===== config.mk =====
export PLATFORM = sky130hd
export DESIGN_NAME = rtc_bus_arbiter
export DESIGN_NICKNAME = d
export VERILOG_FILES = /design/src/rtl/rtc_bus_arbiter.sv
export SDC_FILE = /design/constraint.sdc
export NUM_CORES = 1
export LEC_CHECK = 0
export CAP_MARGIN = 0
export CORE_MARGIN = 5
export CORE_UTILIZATION = 40
export DETAILED_ROUTE_END_ITERATION = 10
export GPL_TIMING_DRIVEN = 0
export MAX_ROUTING_LAYER = met4
export PLACE_DENSITY = 0.72
export SKIP_CTS_REPAIR_TIMING = 1
export SYNTH_ARGS = -nofsm -noshare
export SYNTH_HDL_FRONTEND = slang
export SYNTH_SLANG_ARGS = --single-unit
export TNS_END_PERCENT = 50

===== constraint.sdc =====
create_clock -name clock -period 2.1 [get_ports clock]
set_input_delay 0.42 -clock clock [delete_from_list [all_inputs] [get_ports clock]]
set_output_delay 0.42 -clock clock [all_outputs]
set_load 0.1 [all_outputs]

===== src/rtl/rtc_bus_arbiter.sv =====
// rtc_bus_arbiter: sole master of the multiplexed RTC bus, serving one register access per grant.
// Define RTC_ARB_RR_EN for round-robin arbitration; fixed priority (lowest index) otherwise.
module rtc_bus_arbiter #(
  parameter int NREQ   = 3,
  parameter int T_ADDR = 4,
  parameter int T_GAP  = 4,
  parameter int T_DATA = 3
) (
  input  logic              clock,
  input  logic              reset,
  input  logic [NREQ-1:0]   req,
  input  logic [NREQ-1:0]   rnw,
  input  logic [8*NREQ-1:0] addr,
  input  logic [8*NREQ-1:0] wdata,
  output logic [NREQ-1:0]   gnt,
  output logic [NREQ-1:0]   done,
  output logic [7:0]        rdata,
  output logic              busy,
  output logic              ad,
  output logic              cs,
  output logic              wr,
  output logic              rd,
  output logic [7:0]        ADout,
  output logic              ADoe,
  input  logic [7:0]        ADin
);
  localparam int IW = NREQ > 1 ? $clog2(NREQ) : 1;
  typedef enum logic [3:0] {
    IDLE, A_SEL, A_CS, A_STB, A_DRV, A_RSTB, A_RCS, A_RAD,
    A_REL, GAP, D_CS, D_STB, D_DRV, D_RSTB, D_RCS, DONE
  } state_t;
  state_t          r_state;
  logic [3:0]      r_cnt;
  logic            r_rnw, r_ad, r_cs, r_wr, r_rd, r_oe;
  logic [7:0]      r_addr, r_wdata, r_adout, r_rdata;
  logic [NREQ-1:0] r_gnt, r_done;
  logic [IW-1:0]   w_win;
  logic            w_any;
  assign w_any = |req;
`ifdef RTC_ARB_RR_EN
  logic [IW-1:0] r_ptr;
  // Scan backwards so the requester closest to the pointer is assigned last and wins.
  always_comb begin
    w_win = '0;
    for (int k = NREQ - 1; k >= 0; k--)
      if (req[(int'(r_ptr) + k) % NREQ]) w_win = IW'((int'(r_ptr) + k) % NREQ);
  end
`else
  always_comb begin
    w_win = '0;
    for (int k = NREQ - 1; k >= 0; k--)
      if (req[k]) w_win = IW'(k);
  end
`endif
  // The three timed states (A_RSTB, GAP, D_DRV) share r_cnt, preloaded by the state before them.
  always_ff @(posedge clock) begin
    if (reset) begin
      r_state <= IDLE;
      r_cnt   <= '0;
      r_rnw   <= 1'b0;
      r_addr  <= '0;
      r_wdata <= '0;
      r_gnt   <= '0;
      r_done  <= '0;
      r_rdata <= '0;
      r_adout <= '0;
      r_oe    <= 1'b0;
      {r_ad, r_cs, r_wr, r_rd} <= 4'b1111;
`ifdef RTC_ARB_RR_EN
      r_ptr   <= '0;
`endif
    end else begin
      case (r_state)
        IDLE: if (w_any) begin
          r_rnw        <= rnw[w_win];
          r_addr       <= addr[8*int'(w_win) +: 8];
          r_wdata      <= wdata[8*int'(w_win) +: 8];
          r_gnt        <= '0;
          r_gnt[w_win] <= 1'b1;
          r_state      <= A_SEL;
`ifdef RTC_ARB_RR_EN
          r_ptr        <= (w_win == IW'(NREQ - 1)) ? '0 : w_win + 1'b1;
`endif
        end
        A_SEL: begin r_ad <= 1'b0; r_state <= A_CS; end
        A_CS:  begin r_cs <= 1'b0; r_state <= A_STB; end
        A_STB: begin r_wr <= 1'b0; r_state <= A_DRV; end
        A_DRV: begin
          r_oe    <= 1'b1;
          r_adout <= r_addr;
          r_cnt   <= 4'(T_ADDR - 1);
          r_state <= A_RSTB;
        end
        A_RSTB: if (r_cnt != 0) r_cnt <= r_cnt - 1'b1;
                else begin r_wr <= 1'b1; r_state <= A_RCS; end
        A_RCS: begin r_cs <= 1'b1; r_state <= A_RAD; end
        A_RAD: begin r_ad <= 1'b1; r_state <= A_REL; end
        A_REL: begin r_oe <= 1'b0; r_cnt <= 4'(T_GAP - 1); r_state <= GAP; end
        GAP: if (r_cnt != 0) r_cnt <= r_cnt - 1'b1;
             else begin r_cs <= 1'b0; r_state <= D_CS; end
        D_CS: begin
          r_rd    <= ~r_rnw;
          r_wr    <= r_rnw;
          r_state <= D_STB;
        end
        D_STB: begin
          if (!r_rnw) begin r_oe <= 1'b1; r_adout <= r_wdata; end
          r_cnt   <= 4'(T_DATA - 1);
          r_state <= D_DRV;
        end
        D_DRV: if (r_cnt != 0) r_cnt <= r_cnt - 1'b1;
               else begin
                 r_wr    <= 1'b1;
                 r_rd    <= 1'b1;
                 r_rdata <= r_rnw ? ADin : r_rdata;
                 r_state <= D_RSTB;
               end
        D_RSTB: begin r_cs <= 1'b1; r_state <= D_RCS; end
        D_RCS: begin
          r_oe    <= 1'b0;
          r_done  <= r_gnt;
          r_gnt   <= '0;
          r_state <= DONE;
        end
        DONE: begin r_done <= '0; r_state <= IDLE; end
      endcase
    end
  end
  assign gnt   = r_gnt;
  assign done  = r_done;
  assign rdata = r_rdata;
  assign busy  = r_state != IDLE;
  assign ad    = r_ad;
  assign cs    = r_cs;
  assign wr    = r_wr;
  assign rd    = r_rd;
  assign ADout = r_adout;
  assign ADoe  = r_oe;
endmodule


==> flow_summary.ini, run 1 <==
[pwr]
peakVddDrop_mv = 0.337
power_density_nw_per_um2 = 700
p_leak_uw = 0.00182
total_power_uw = 2680

[floorplan]
coreArea_um2 = 6390
start_util = 0.412
num_rows = 29
die_w_um = 91.1
io_pins = 92
die-area_um2 = 8300
die_h_um = 91.1

[yosys]
synth_area_leader_cell = dfxtp_1
seq_area_frac_synth = 0.396
synth_enable_flop_cells = 0
synth_top_area_frac = 0.396
synth-main-ff-cell = dfxtp_1
synth.avg_cell_area_um2 = 8.71
synth_cell_types = 45
async_flop_share = 0
synth_area_leaders = dfxtp_1, mux2i_1, nor2_1
syn_area_um2 = 2630
synthesis.nets = 367
synth-seq-cells = 52
ys_warn_count = 0
syn-instance-count = 302

[sta]
finalCritPeriodShare = 0.985
slew-limit-headroom = 0.340
tns_ns = 0
grt_setup_unrepaired = true
fin_crit_ns = 2.07
timing.fmax_mhz = 483
hold_viol = 0
fin_skew_ns = 0.00762
slew_violations = 0
tightest_slew_ns = 0.989
finalSetupViolCount = 0

[status]
status = finished, final reports clean

[job]
drv_cap = 0

[place]
portBuffers = 90
dp_hpwl_mm = 5.42
finalWeightedCongestion = 0.890

[setup_path]
cp.required_ns = 1.68
worstSetupPathType = flip-flop to primary output
path_cells = buf_2 -> nor4_4 -> inv_2 -> clkbuf_2
cp_max_fo = 10
setup.worst_path.start_class = flip-flop
arrival_ns = 1.65
endpoint_kind = primary output
slowest_delay_ns = 0.41
critPathTopFamily = buffers and inverters
cp.buffers_inverters = 3
cp_slowest_cell = nor4_4

[clock_network]
cts_sinks = 52
cts_made_buffers = 5
clk_pin_slew_ns = 0.10
clock_path_buffers = 2
cts-root-buf = clkbuf_8
ctsHtreeMaxLevel = 2
clock_latency_ns = 0.31
cts_tree = done

[routing]
dr.pass1.iters = 4
drc_errors = 0
dr_total_vias = 2563
drtIter0Drc = 186
wire_per_inst_um = 14.9
routed_wl_mm = 7.14
via_per_inst = 5.36
antenna_left = 0

[min_path]
hold_path.class = flip-flop to flip-flop

[cells_and_area]
fillers = 577
antenna_cells = 0
final_cell_mix = clkdlybuf4s50_1, dfxtp_1, nor2_1, mux2i_1, a21oi_1
area_delta_synth_final_pct = 45.5
nNetsFinal = 465
mostFrequentLayoutCell = clkdlybuf4s50_1
layout-drive-gt1-share = 0.0599

[grt]
grt_usage = 0.172
grt-ovfl-total = 0
grt_pass1_vias = 2458
grt_pass1_wl_mm = 11.7
antenna_found_initial = 0
grt_max_degree = 17
power by group:
group | total, uW | switching, uW | internal (uW)
registers | 1140 | 65.9 | 1080
logic | 836 | 510 | 326
clock network | 700 | 339 | 361
total | 2680 | 915 | 1760
path summary, 6_finish.rpt:
path | start | to | slack, ns | depth (start not counted)
worst min-delay path | done[1] | done[1] | 0.46 | 2
worst max register to register | r_state[0] | r_wdata[6] | 0.06 | 7
worst min register to register | done[1] | done[1] | 0.46 | 2
worst max-delay path | r_state[0] | busy | 0.03 | 4
kinds of logic (layout without fill, tap and decap cells):
family | Yosys count | count (layout) | share of synthesized area
multiplexers | 35 | 35 | 0.133
AO/OA/AOI/OAI | 85 | 85 | 0.216
flip-flops | 52 | 52 | 0.396
adder cells (fa/ha/maj) | 1 | 1 | 0.00476
buffers and inverters | 29 | 128 | 0.0476
XOR/XNOR | 3 | 3 | 0.00999
AND/OR/NAND/NOR | 97 | 97 | 0.192
sequential cells by signal, summed over array words and instances (netlist names):
name,count
rd,1
ADout,8
gnt,3
done,3
r_wdata,8
r_cnt,4
r_state,4
r_rnw,1
ADoe,1
rdata,8
cs,1
ad,1
r_addr,8
wr,1
per-layer routing:
metal	global-route usage	part of all wire	up-vias
li1	-	-	1295
met2	0.273	0.46	106
met5	-	0	-
met1	0.220	0.45	1154
met4	0.0550	0.015	0
met3	0.0355	0.066	8
cell type report:
class                           instances  area, um2  area share
Multi-Input combinational cell        221       1470       0.383
Timing Repair Buffer                   91        983       0.257
Buffer                                 24        110      0.0288
Inverter                                5       18.8     0.00490
Tap cell                               77       96.3      0.0252
Clock buffer                            6       72.6      0.0190
Clock inverter                          2       38.8      0.0101
Sequential cell                        52       1040       0.272
synthesized netlist by cell type (4+ instances only):
library cell   n
nand3_1        5
mux2i_1       35
nor2_1        50
buf_2          7
clkbuf_1      16
nand2_1        8
a22o_1        17
nand4_1        4
a21oi_1       29
a211oi_1      10
dfxtp_1       52
o21ai_0        8
nor3_1         4
nand2b_1       4
nor2b_1        8
tightest hold or removal path, stage by stage (launching register included):
cell     delay (ns)
dfxtp_1        0.32
nand2_1        0.05
a21oi_1        0.05
stage by stage:
stage	hold slack, ns	setup slack [ns]	utilization	cells	area [um2]
floorplan	0.442	0.00831	-	302	2630
global placement	0.441	-0.299	0.568	469	3630
detailed placement	0.449	-0.297	0.568	469	3630
CTS	0.462	-0.571	0.585	477	3740
global route	0.483	-0.149	0.599	478	3830
finish	0.460	0.0314	0.599	478	3830
(Power assumes the default switching activity.)
==> run 2, diff against run 1 <==
--- a/config.mk
+++ b/config.mk
@@ -8,10 +8,11 @@
 export CAP_MARGIN = 0
 export CORE_MARGIN = 5
 export CORE_UTILIZATION = 40
+export CTS_BUF_LIST = sky130_fd_sc_hd__clkbuf_4 sky130_fd_sc_hd__clkbuf_8 sky130_fd_sc_hd__clkbuf_16
 export DETAILED_ROUTE_END_ITERATION = 10
 export GPL_TIMING_DRIVEN = 0
 export MAX_ROUTING_LAYER = met4
-export PLACE_DENSITY = 0.72
+export PLACE_DENSITY_LB_ADDON = 0.3
 export SKIP_CTS_REPAIR_TIMING = 1
 export SYNTH_ARGS = -nofsm -noshare
 export SYNTH_HDL_FRONTEND = slang
==> run 2 against run 1 <==
  * Combinational power barely moved
  * Critical path type is now input port to flip-flop
  * Clock power fell by 17%
  * Largest cell class unchanged
  * Hold slack got worse by 0.0019 ns
  * Clock-buffer cell count did not move
  * Setup slack got worse by 0.019 ns
  * Flip-flop and latch count did not move
  * Clock skew barely moved
  * Register-to-register slack barely moved
==> flow_summary.ini, run 2 (synthesis gave the netlist of run 1 again) <==
[routing]
via_per_inst = 5.36
antenna_left = 0
dr.pass1.iters = 4
routed_wl_mm = 7.13
drtIter0Drc = 205
drc_errors = 0
dr_total_vias = 2563
wire_per_inst_um = 14.9

[sta]
slew_violations = 0
hold_viol = 0
slew-limit-headroom = 0.327
tightest_slew_ns = 1.01
finalCritPeriodShare = 0.994
timing.final.ws_setup_ns = 0.0123
whs_ns = 0.458
grt_setup_unrepaired = true
fin_skew_ns = 0.00800
timing.fmax_mhz = 479
fin_crit_ns = 2.09
finalSetupViolCount = 0

[pwr]
p_int_uw = 1650
combPwrFrac = 0.327
p_clk_frac = 0.226
peakVddDrop_mv = 0.337
power_density_nw_per_um2 = 671
total_power_uw = 2560
sw_frac_of_total = 0.354
p_leak_uw = 0.00181
pwr-share-seq = 0.447
netSwitchingPower_uw = 908

[cells_and_area]
antenna_cells = 0
mostFrequentLayoutCell = clkdlybuf4s50_1
fin_util = 0.598
fin_area_um2 = 3820
nNetsFinal = 465
layout-drive-gt1-share = 0.0698
fillers = 582
final_cell_mix = clkdlybuf4s50_1, dfxtp_1, nor2_1, mux2i_1, a21oi_1
area_delta_synth_final_pct = 45.1

[floorplan]
die-area_um2 = 8300
coreArea_um2 = 6390
die_w_um = 91.1
num_rows = 29
start_util = 0.412
io_pins = 92
die_h_um = 91.1

[clock_network]
clk_pin_slew_ns = 0.09
clock_latency_ns = 0.30
cts-root-buf = clkbuf_8
cts_tree = done
ctsHtreeMaxLevel = 2
cts_made_buffers = 5
cts_sinks = 52
clock_path_buffers = 2

[setup_path]
cp_max_fo = 10
endpoint_kind = flip-flop
arrival_ns = 2.29
cp.required_ns = 2.30
worstSetupPathType = input port to flip-flop
setup.worst_path.start_class = input port

[grt]
antenna_found_initial = 0
grt-ovfl-total = 0
grt_pass1_wl_mm = 11.5
grt_pass1_vias = 2440
grt_max_degree = 17
grt_usage = 0.171

[job]
drv_cap = 0

[place]
dp_hpwl_mm = 5.41
portBuffers = 90
place_ws_ns = -0.293
finalWeightedCongestion = 0.853
placed_area_um2 = 3630

[status]
status = finished, final reports clean

[min_path]
hold_path.class = flip-flop to flip-flop
-- run 2: changes by cell type in the layout (fill, tap and decap cells not counted), sizes merged --
cell      previous run  this run
inv                  5         4
buf                  8         9
clkbuf              24        23
clkinvlp             0         1
bufinv               1         0
clkinv               1         2
-- run 2: metal layers --
metal,track usage,vias to the layer above,part of all wire
li1,-,1292,-
met1,0.214,1159,0.44
met2,0.270,106,0.46
met3,0.0388,6,0.075
met4,0.0587,0,0.017
met5,-,-,0
-- run 2: final timing paths --
check / startpoint / end / slack, ns / cells after the start
hold / removal: done[2] / done[2] / 0.46 / 2
setup / recovery: req[1] / r_addr[0] / 0.01 / 7
setup reg to reg: r_state[0] / r_wdata[5] / 0.05 / 7
hold reg to reg: done[2] / done[2] / 0.46 / 2
-- run 2: area by class of cell --
cell class / instances / area, um2 / share of cell area
Tap cell: 77 / 96.3 / 0.0252
Inverter: 5 / 18.8 / 0.00492
Buffer: 24 / 108 / 0.0282
Clock buffer: 6 / 76.3 / 0.0200
Timing Repair Buffer: 91 / 983 / 0.258
Sequential cell: 52 / 1040 / 0.273
Clock inverter: 2 / 16.3 / 0.00426
Multi-Input combinational cell: 221 / 1480 / 0.387
-- run 2: power by group through the flow --
stage | clock (uW) | combinational [uW] | sequential (uW)
2_1_floorplan | 0 | 400 | 1330
3_3_place_gp | 0 | 827 | 1170
3_5_place_dp | 0 | 838 | 1170
4_1_cts | 599 | 841 | 1150
5_1_grt | 638 | 901 | 1160
6_report | 579 | 837 | 1150
-- run 2: critical path: stages --
cell and delay (ns):
clkdlybuf4s50_1 0.57, nor2b_1 0.15, buf_2 0.25, buf_2 0.34, mux2i_1 0.25, a21oi_1 0.10, a22o_1 0.19
-- run 2: metrics by stage --
step | instances | setup TNS [ns]
final | 478 | 0
after global routing | 478 | -1.51
after CTS | 477 | -6.49
after detailed placement | 469 | -6.14
after global placement | 469 | -5.79
after floorplan | 302 | 0
==> run 3, diff against run 2 <==
--- a/config.mk
+++ b/config.mk
@@ -5,14 +5,14 @@
 export SDC_FILE = /design/constraint.sdc
 export NUM_CORES = 1
 export LEC_CHECK = 0
-export CAP_MARGIN = 0
+export CAP_MARGIN = 20
 export CORE_MARGIN = 5
 export CORE_UTILIZATION = 40
 export CTS_BUF_LIST = sky130_fd_sc_hd__clkbuf_4 sky130_fd_sc_hd__clkbuf_8 sky130_fd_sc_hd__clkbuf_16
 export DETAILED_ROUTE_END_ITERATION = 10
 export GPL_TIMING_DRIVEN = 0
 export MAX_ROUTING_LAYER = met4
-export PLACE_DENSITY_LB_ADDON = 0.3
+export PLACE_DENSITY = 0.75
 export SKIP_CTS_REPAIR_TIMING = 1
 export SYNTH_ARGS = -nofsm -noshare
 export SYNTH_HDL_FRONTEND = slang
==> run 3 against run 2 <==
  * Sequential power is essentially flat
  * Clock-buffer cell count down 1
  * Critical path depth is the same
  * Critical path type is now flip-flop to flip-flop
  * Flip-flop and latch count unchanged
  * Highest routed layer unchanged
  * Clock power barely moved
==> flow_summary.ini, run 3 (synthesis gave the netlist of run 1 again) <==
[clock_network]
clock_path_buffers = 2
cts_made_buffers = 5
cts_tree = done
clk_pin_slew_ns = 0.10
clock_latency_ns = 0.31
cts-root-buf = clkbuf_8
ctsHtreeMaxLevel = 2
cts_sinks = 52

[sta]
fin_skew_ns = 0.00512
hold_viol = 0
finalCritPeriodShare = 0.968
whs_ns = 0.458
finalSetupViolCount = 0
grt_setup_unrepaired = true
tns_ns = 0
timing.fmax_mhz = 492
slew-limit-headroom = 0.340
slew_violations = 0
tightest_slew_ns = 0.988
fin_crit_ns = 2.03

[cells_and_area]
final_cell_mix = clkdlybuf4s50_1, dfxtp_1, nor2_1, mux2i_1, a21oi_1
layout-drive-gt1-share = 0.0623
nNetsFinal = 465
area_delta_synth_final_pct = 44.7
antenna_cells = 0
mostFrequentLayoutCell = clkdlybuf4s50_1

[setup_path]
endpoint_kind = flip-flop
worstSetupPathType = flip-flop to flip-flop
cp_slowest_cell = nor4_4
reg2reg_to = r_addr[1]
arrival_ns = 2.24
cp.required_ns = 2.31
reg2regPathDepth = 7
crit_start = r_state[0]
path_cells = buf_2 -> nor4_4 -> o31ai_1 -> nor2b_1 -> clkbuf_1 -> clkbuf_1 -> a22o_1
r2r_start = r_state[0]
rrSetupSlack_ns = 0.07
slowest_delay_ns = 0.41
setup.worst_path.start_class = flip-flop
cp_max_fo = 10
cp_common_cell = clkbuf_1

[floorplan]
coreArea_um2 = 6390
die_w_um = 91.1
start_util = 0.412
die-area_um2 = 8300
io_pins = 92
die_h_um = 91.1
num_rows = 29

[min_path]
worstHoldStart = done[0]
holdPathStages = 2
hold_path.class = flip-flop to flip-flop
hold_path_end = done[0]

[routing]
antenna_left = 0
routed_wl_mm = 6.95
dr_total_vias = 2546
drtIter0Drc = 179
via_per_inst = 5.33
wire_per_inst_um = 14.5
drc_errors = 0
dr.pass1.iters = 4

[grt]
antenna_found_initial = 0
grt-ovfl-total = 0
grt_pass1_wl_mm = 11.5
grt_max_degree = 18
grt_pass1_vias = 2479
grt_usage = 0.169

[pwr]
combPwrFrac = 0.325
p_int_uw = 1640
pwr-share-seq = 0.449
power_density_nw_per_um2 = 671
p_clk_frac = 0.226
peakVddDrop_mv = 0.368
p_leak_uw = 0.00181
sw_frac_of_total = 0.358
netSwitchingPower_uw = 915

[job]
drv_cap = 0

[place]
portBuffers = 90
dp_hpwl_mm = 5.43
finalWeightedCongestion = 0.888

[status]
status = finished, final reports clean
## run 3: worst max path at each step
stage	endpoint	slack (ns)	cells after the start
2_1_floorplan	rdata[0]	0.008	7
3_3_place_gp	r_rnw	-0.28	7
3_5_place_dp	r_addr[1]	-0.31	7
4_1_cts	busy	-0.57	4
5_1_grt	r_addr[4]	-0.09	6
6_report	r_addr[1]	0.07	7
## run 3: layout make-up
type	instances	area (um2)
buffer	24	110
clock buffer	5	68.8
clock inverter	3	21.3
fill	568	2580
inverter	5	18.8
multi-input combinational	221	1470
sequential	52	1040
tap	77	96.3
timing repair buffer	91	983
## run 3: critical path, delay by kind of cell, from the launching register on
kind,cells,cell delay [ns]
AO/OA/AOI/OAI,2,0.43
AND/OR/NAND/NOR,2,0.57
buffers and inverters,3,0.62
flip-flops,1,0.31
## run 3: layer usage
metal	track usage	routed length, um	vias up
met5	-	0	-
met3	0.0347	442	4
met2	0.285	3270	100
met1	0.210	3200	1150
li1	-	-	1292
met4	0.0330	36	0
## run 3: metrics by stage
step                utilization  cell area [um2]  total power, uW  cells  setup WS, ns
global placement          0.568             3630             1990    469        -0.279
global route              0.596             3810             2670    478       -0.0932
finish                    0.596             3810             2550    478        0.0662
CTS                       0.582             3720             2570    477        -0.565
floorplan                     -             2630             1730    302       0.00831
detailed placement        0.568             3630             2010    469        -0.306
## run 3: power by group through the flow
stage / clock network [uW] / logic [uW] / registers, uW
final: 578 / 830 / 1150
after global routing: 623 / 893 / 1160
after CTS: 588 / 837 / 1150
after detailed placement: 0 / 835 / 1170
after global placement: 0 / 825 / 1170
after floorplan: 0 / 400 / 1330
